--- src/rtl/du_transmit.sv ---
// -----------------------------------------------------------------------------
// du_transmit
// Debug-unit transmit path. On a start request, serializes a snapshot of the
// processor state into a byte stream for the UART TX core. One byte is sent
// per UART handshake, and words go out LSB byte first.
//   Frame words: PC, cycle count, reg[0..N_REGS-1], mem[0..N_MEM-1]
//
// Ports:
//   i_clock        rising-edge clock
//   i_reset        asynchronous active-low reset
//   i_start        one-cycle frame request (ignored while busy)
//   i_pc           current PC, captured when the request is accepted
//   i_cycle_count  executed-cycle counter, captured with the PC
//   o_reg_addr     register-file read address
//   i_reg_data     register read data, valid one cycle after the address
//   o_mem_addr     data-memory word read address
//   i_mem_data     memory read data, valid one cycle after the address
//   o_tx_start     one-cycle strobe to the UART TX core
//   o_tx_data      byte to transmit, held until i_tx_done
//   i_tx_done      UART TX finished the current byte (pulse)
//   o_busy         high while a frame is in progress
//   o_send_done    one-cycle pulse when the frame is complete
// -----------------------------------------------------------------------------
module du_transmit #(
    parameter int NB_DATA     = 32,
    parameter int N_BITS      = 8,
    parameter int N_REGS      = 32,
    parameter int N_MEM       = 32,
    parameter int NB_REG_ADDR = 5,
    parameter int NB_MEM_ADDR = 5
) (
    input  logic                   i_clock,
    input  logic                   i_reset,
    input  logic                   i_start,
    input  logic [NB_DATA-1:0]     i_pc,
    input  logic [NB_DATA-1:0]     i_cycle_count,
    output logic [NB_REG_ADDR-1:0] o_reg_addr,
    input  logic [NB_DATA-1:0]     i_reg_data,
    output logic [NB_MEM_ADDR-1:0] o_mem_addr,
    input  logic [NB_DATA-1:0]     i_mem_data,
    output logic                   o_tx_start,
    output logic [N_BITS-1:0]      o_tx_data,
    input  logic                   i_tx_done,
    output logic                   o_busy,
    output logic                   o_send_done
);

    localparam int                W         = 2 + N_REGS + N_MEM;
    localparam int                NB_IDX    = $clog2(W);
    localparam logic [1:0]        LAST_BYTE = 2'(NB_DATA / N_BITS - 1);
    localparam logic [NB_IDX-1:0] LAST_WORD = NB_IDX'(W - 1);
    localparam logic [NB_IDX-1:0] FIRST_REG = NB_IDX'(2);
    localparam logic [NB_IDX-1:0] FIRST_MEM = NB_IDX'(2 + N_REGS);

    typedef enum logic [2:0] {
        S_IDLE,
        S_ADDR,
        S_LATCH,
        S_SEND,
        S_WAIT,
        S_NEXT,
        S_DONE
    } state_t;

    state_t                 state;
    logic [NB_IDX-1:0]      word_idx;
    logic [1:0]             byte_cnt;
    logic [NB_DATA-1:0]     pc_q;
    logic [NB_DATA-1:0]     cycles_q;
    logic [NB_DATA-1:0]     shift;

    logic [NB_IDX-1:0]      next_idx;
    logic [NB_REG_ADDR-1:0] next_reg_addr;
    logic [NB_MEM_ADDR-1:0] next_mem_addr;
    logic                   next_is_reg;
    logic                   next_is_mem;
    logic [NB_DATA-1:0]     word_src;

    // Index and read addresses of the word about to be entered in ADDR.
    always_comb begin
        next_idx      = (state == S_IDLE) ? '0 : word_idx + NB_IDX'(1);
        next_reg_addr = NB_REG_ADDR'(next_idx - FIRST_REG);
        next_mem_addr = NB_MEM_ADDR'(next_idx - FIRST_MEM);
        next_is_reg   = (next_idx >= FIRST_REG) && (next_idx < FIRST_MEM);
        next_is_mem   = (next_idx >= FIRST_MEM);
    end

    // Source of the word being loaded into the shift register in LATCH.
    always_comb begin
        if (word_idx == '0) begin
            word_src = pc_q;
        end else if (word_idx == NB_IDX'(1)) begin
            word_src = cycles_q;
        end else if (word_idx < FIRST_MEM) begin
            word_src = i_reg_data;
        end else begin
            word_src = i_mem_data;
        end
    end

    assign o_tx_data = shift[N_BITS-1:0];

    // Read addresses are registered on entry to ADDR so that they are already
    // present during the ADDR cycle; a synchronous read then returns the data
    // in the LATCH cycle, where it is captured.
    always_ff @(posedge i_clock or negedge i_reset) begin
        if (!i_reset) begin
            state       <= S_IDLE;
            word_idx    <= '0;
            byte_cnt    <= '0;
            pc_q        <= '0;
            cycles_q    <= '0;
            shift       <= '0;
            o_reg_addr  <= '0;
            o_mem_addr  <= '0;
            o_tx_start  <= 1'b0;
            o_busy      <= 1'b0;
            o_send_done <= 1'b0;
        end else begin
            o_tx_start  <= 1'b0;
            o_send_done <= 1'b0;
            case (state)
                S_IDLE: begin
                    if (i_start) begin
                        pc_q     <= i_pc;
                        cycles_q <= i_cycle_count;
                        word_idx <= next_idx;
                        o_busy   <= 1'b1;
                        state    <= S_ADDR;
                    end
                end
                S_ADDR: begin
                    state <= S_LATCH;
                end
                S_LATCH: begin
                    shift      <= word_src;
                    byte_cnt   <= '0;
                    o_tx_start <= 1'b1;
                    state      <= S_SEND;
                end
                S_SEND: begin
                    state <= S_WAIT;
                end
                S_WAIT: begin
                    if (i_tx_done) begin
                        shift <= shift >> N_BITS;
                        if (byte_cnt == LAST_BYTE) begin
                            state <= S_NEXT;
                        end else begin
                            byte_cnt   <= byte_cnt + 2'd1;
                            o_tx_start <= 1'b1;
                            state      <= S_SEND;
                        end
                    end
                end
                S_NEXT: begin
                    if (word_idx == LAST_WORD) begin
                        o_send_done <= 1'b1;
                        state       <= S_DONE;
                    end else begin
                        word_idx <= next_idx;
                        if (next_is_reg) begin
                            o_reg_addr <= next_reg_addr;
                        end
                        if (next_is_mem) begin
                            o_mem_addr <= next_mem_addr;
                        end
                        state <= S_ADDR;
                    end
                end
                S_DONE: begin
                    o_busy <= 1'b0;
                    state  <= S_IDLE;
                end
                default: begin
                    state <= S_IDLE;
                end
            endcase
        end
    end

endmodule

--- config.mk ---
export PLATFORM = sky130hd
export DESIGN_NAME = du_transmit
export DESIGN_NICKNAME = d
export VERILOG_FILES = /design/src/rtl/du_transmit.sv
export SDC_FILE = /design/constraint.sdc
export NUM_CORES = 1
export LEC_CHECK = 0
export CAP_MARGIN = 20
export CORE_ASPECT_RATIO = 1.25
export CORE_MARGIN = 5
export CORE_UTILIZATION = 45
export CTS_BUF_LIST = sky130_fd_sc_hd__clkbuf_4 sky130_fd_sc_hd__clkbuf_8 sky130_fd_sc_hd__clkbuf_16
export CTS_CLUSTER_SIZE = 40
export DETAILED_ROUTE_END_ITERATION = 10
export GPL_TIMING_DRIVEN = 0
export PLACE_DENSITY = 0.71
export SLEW_MARGIN = 10
export SYNTH_ARGS = -nofsm -noshare
export SYNTH_HDL_FRONTEND = slang
export SYNTH_SLANG_ARGS = --single-unit
export TNS_END_PERCENT = 10
--- constraint.sdc ---
create_clock -name i_clock -period 3.2 [get_ports i_clock]
set_input_delay 0.48 -clock i_clock [delete_from_list [all_inputs] [get_ports i_clock]]
set_output_delay 0.48 -clock i_clock [all_outputs]
set_load 0.01 [all_outputs]
==> impl_metrics.yaml <==
clock_tree:
  cts_tree: "yes"
  clkLatencyLatePin_ns: 0.41
  clk_path_buf_depth: 2
  clockRootBuffer: "clkbuf_16"
  htreeDepth: 4
  clk_pin_slew_worst_paths_ns: 0.06
  post_cts_buffers: 0
  clkSinkCount: 121
  cts_repair_resize_count: 0
  numCtsBuffers: 17
  cts-hold-fix-buffers: 0
global_routing:
  grt_max_degree: 71
  grt.met2_usage: 0.4374
  grt_pass1_vias: 5893
  grt_pass1_wl_um: 31550
  use_met3: 0.07316
  busiest_layer: "met2"
  overflow: 0
  use_met1: 0.2919
  antenna_found_initial: 0
  grtUsageTotal: 0.2492
detailed_routing:
  vias_per_cell: 5.659
  vias: 5557
  ant_nets: 0
  routed_wl_um: 20290
  drt_iter0_markers: 221
  drc: 0
  wire_per_inst_um: 20.66
  drt_pass1_iterations: 5
power:
  total_leakage_power_nw: 3.617
  seq_power_share: 0.328
  vdd.ir_drop.worst_v: 0.0004337
  pwr-share-clk: 0.238
  p_per_area_nw_per_um2: 960.5
  p_sw_mw: 3.145
  p_comb_frac: 0.434
  swShare: 0.3761
  p_int_mw: 5.217
worst_setup_path:
  crit_arrival_ns: 3.13
  cp_max_fo: 10
  worst_path_largest_cell_delay_ns: 0.43
  worstSetupPathType: "flop to flop"
  end_kind: "flop"
  crit_required_ns: 3.50
  r2r_slack_ns: 0.36
  crit_chain: "buf_2, inv_1, ha_1, nand2_1, ha_1, a31oi_1, nor2_1, nor3_1, o21ai_4, mux2_1"
  cpMaxStageDelayCell: "nor3_1"
  cp-start-kind: "flop"
  cpMostUsedCell: "ha_1"
placed_design:
  place_hpwl_um: 15070
  gp_congestion: 0.8702
  numPortBuffers: 152
yosys:
  synth-edff-count: 0
  synth_cells: 622
  synth_common_cells: "dfrtp_1, nand2_1, mux2_2"
  yosysTopAreaCell: "dfrtp_1"
  ys_ff_latch: 121
  yosysSeqAreaShare: 0.4788
  ys_types: 60
  synth.most_common_cell: "dfrtp_1"
  ys_top_cells_by_area: "dfrtp_1, mux2_2, nand2_1"
  syn_nets: 760
  async_flop_share: 1.000
  ys.flop_type: "dfrtp_1"
  synth_warnings: 0
  avgSynthCellArea_um2: 10.17
  synth_top_area_frac: 0.4788
  synth_area_um2: 6324
floorplan:
  rows: 48
  dieArea_um2: 16540
  initial_utilization: 0.4578
  ios: 153
  fp.dieW_um: 116.0
  dieHeight_um: 142.5
  core_area_um2: 13810
sta:
  setup_viol: 0
  drv_slew: 0
  whs_ns: 0.07657
  final_hold_viol_count: 0
  tns_ns: 0
  fmax_ghz: 0.3524
  period_share: 0.8869
  worstMarginPinSlew_ns: 0.7008
  rsz0062_at_grt: "false"
  max-slew-margin-rel: 0.5303
  period_needed_ns: 2.838
  clock_skew_ns: 0.007005
layout:
  area_delta_synth_final_pct: 37.67
  final_layout_size_suffix_gt1_frac: 0.2032
  diodes: 0
  finalNetCount: 932
flow_run:
  maxCapViolCount: 0
worst_hold_path:
  hold_class: "input pin to asynchronous set/reset pin"
run_status:
  status: "complete, no violations"
## power groups by stage
stage	Sequential [mW]	Clock, mW	Combinational (mW)
after global placement	2.71	0	3.51
after global routing	2.81	2.08	3.97
after detailed placement	2.75	0	3.61
after floorplan	2.61	0	2.48
final	2.74	1.99	3.63
after CTS	2.74	2.00	3.65
## flip-flops by register name (all words and copies together), names as in the netlist
signal	count
byte_cnt	2
shift	32
cycles_q	32
word_idx	7
o_mem_addr	5
pc_q	32
state	3
o_busy	1
o_tx_start	1
o_send_done	1
o_reg_addr	5
## metal layers
layer | part of all wire | routed length (um)
met5 | 0 | 0
met4 | 0.021 | 434
met3 | 0.065 | 1321
met2 | 0.52 | 10550
met1 | 0.39 | 7984
## cells by family after synthesis
family | share of synthesized area
adders and majority gates | 0.01187
buffers and inverters | 0.05243
DFF | 0.4788
AOI/OAI and AO/OA | 0.1524
xor gates and xnor gates | 0.005541
muxes | 0.1254
and+or+nand+nor | 0.1735
## final timing paths
check / from / cells past startpoint / end
max: word_idx[0] / 10 / o_mem_addr[0]
min: i_reset / 1 / cycles_q[27]
max reg2reg: word_idx[0] / 10 / o_mem_addr[0]
min reg2reg: pc_q[5] / 2 / shift[5]
max in group asynchronous: i_reset / 2 / cycles_q[20]
min in group i_clock: pc_q[5] / 2 / shift[5]
## worst max-delay path: cells and delay by family (launching register included)
kind	cells	cell delay (ns)
AND/OR/NAND/NOR	3	0.68
adder cells (fa/ha/maj)	2	0.67
flip-flops	1	0.37
AO/OA/AOI/OAI	2	0.36
multiplexers	1	0.34
buffers and inverters	2	0.30
## final cells by class
cell class / instances / area (um^2)
fillers: 1140 / 5107
flip-flops and latches: 121 / 3028
multi-input cells: 437 / 2964
repair buffers: 153 / 1550
clock buffers: 21 / 467.9
plain buffers: 53 / 290.3
well taps: 175 / 219.0
clock inverters: 11 / 145.1
inverters: 11 / 41.29
## through the flow
step	instances	cell area, um^2	setup WS, ns	total power, mW	utilization
floorplan	622	6324	0.8532	5.090	-
global placement	949	8064	-2.999	6.224	0.5838
detailed placement	950	8093	0.3532	6.361	0.5859
CTS	982	8706	0.3528	8.383	0.6303
global route	982	8706	0.2011	8.863	0.6303
finish	982	8706	0.3619	8.362	0.6303
## cells in the final DEF (no fill, tap or decap), types with 4 or more instances in the layout
master / count
buf_2: 25
o211ai_1: 7
mux2_2: 64
inv_1: 10
a21oi_1: 27
dfrtp_1: 121
clkdlybuf4s50_1: 151
nand2_1: 101
nor3_1: 4
a22oi_1: 9
mux2i_1: 5
nand4_1: 7
or3_1: 20
o221ai_1: 7
nor2_1: 11
buf_6: 4
o21ai_1: 22
a31oi_1: 4
clkbuf_16: 17
buf_4: 10
clkbuf_1: 15
o21ai_0: 28
o221ai_2: 10
nand3_1: 49
ha_1: 6
No activity file was read; power rests on OpenSTA's default activity.
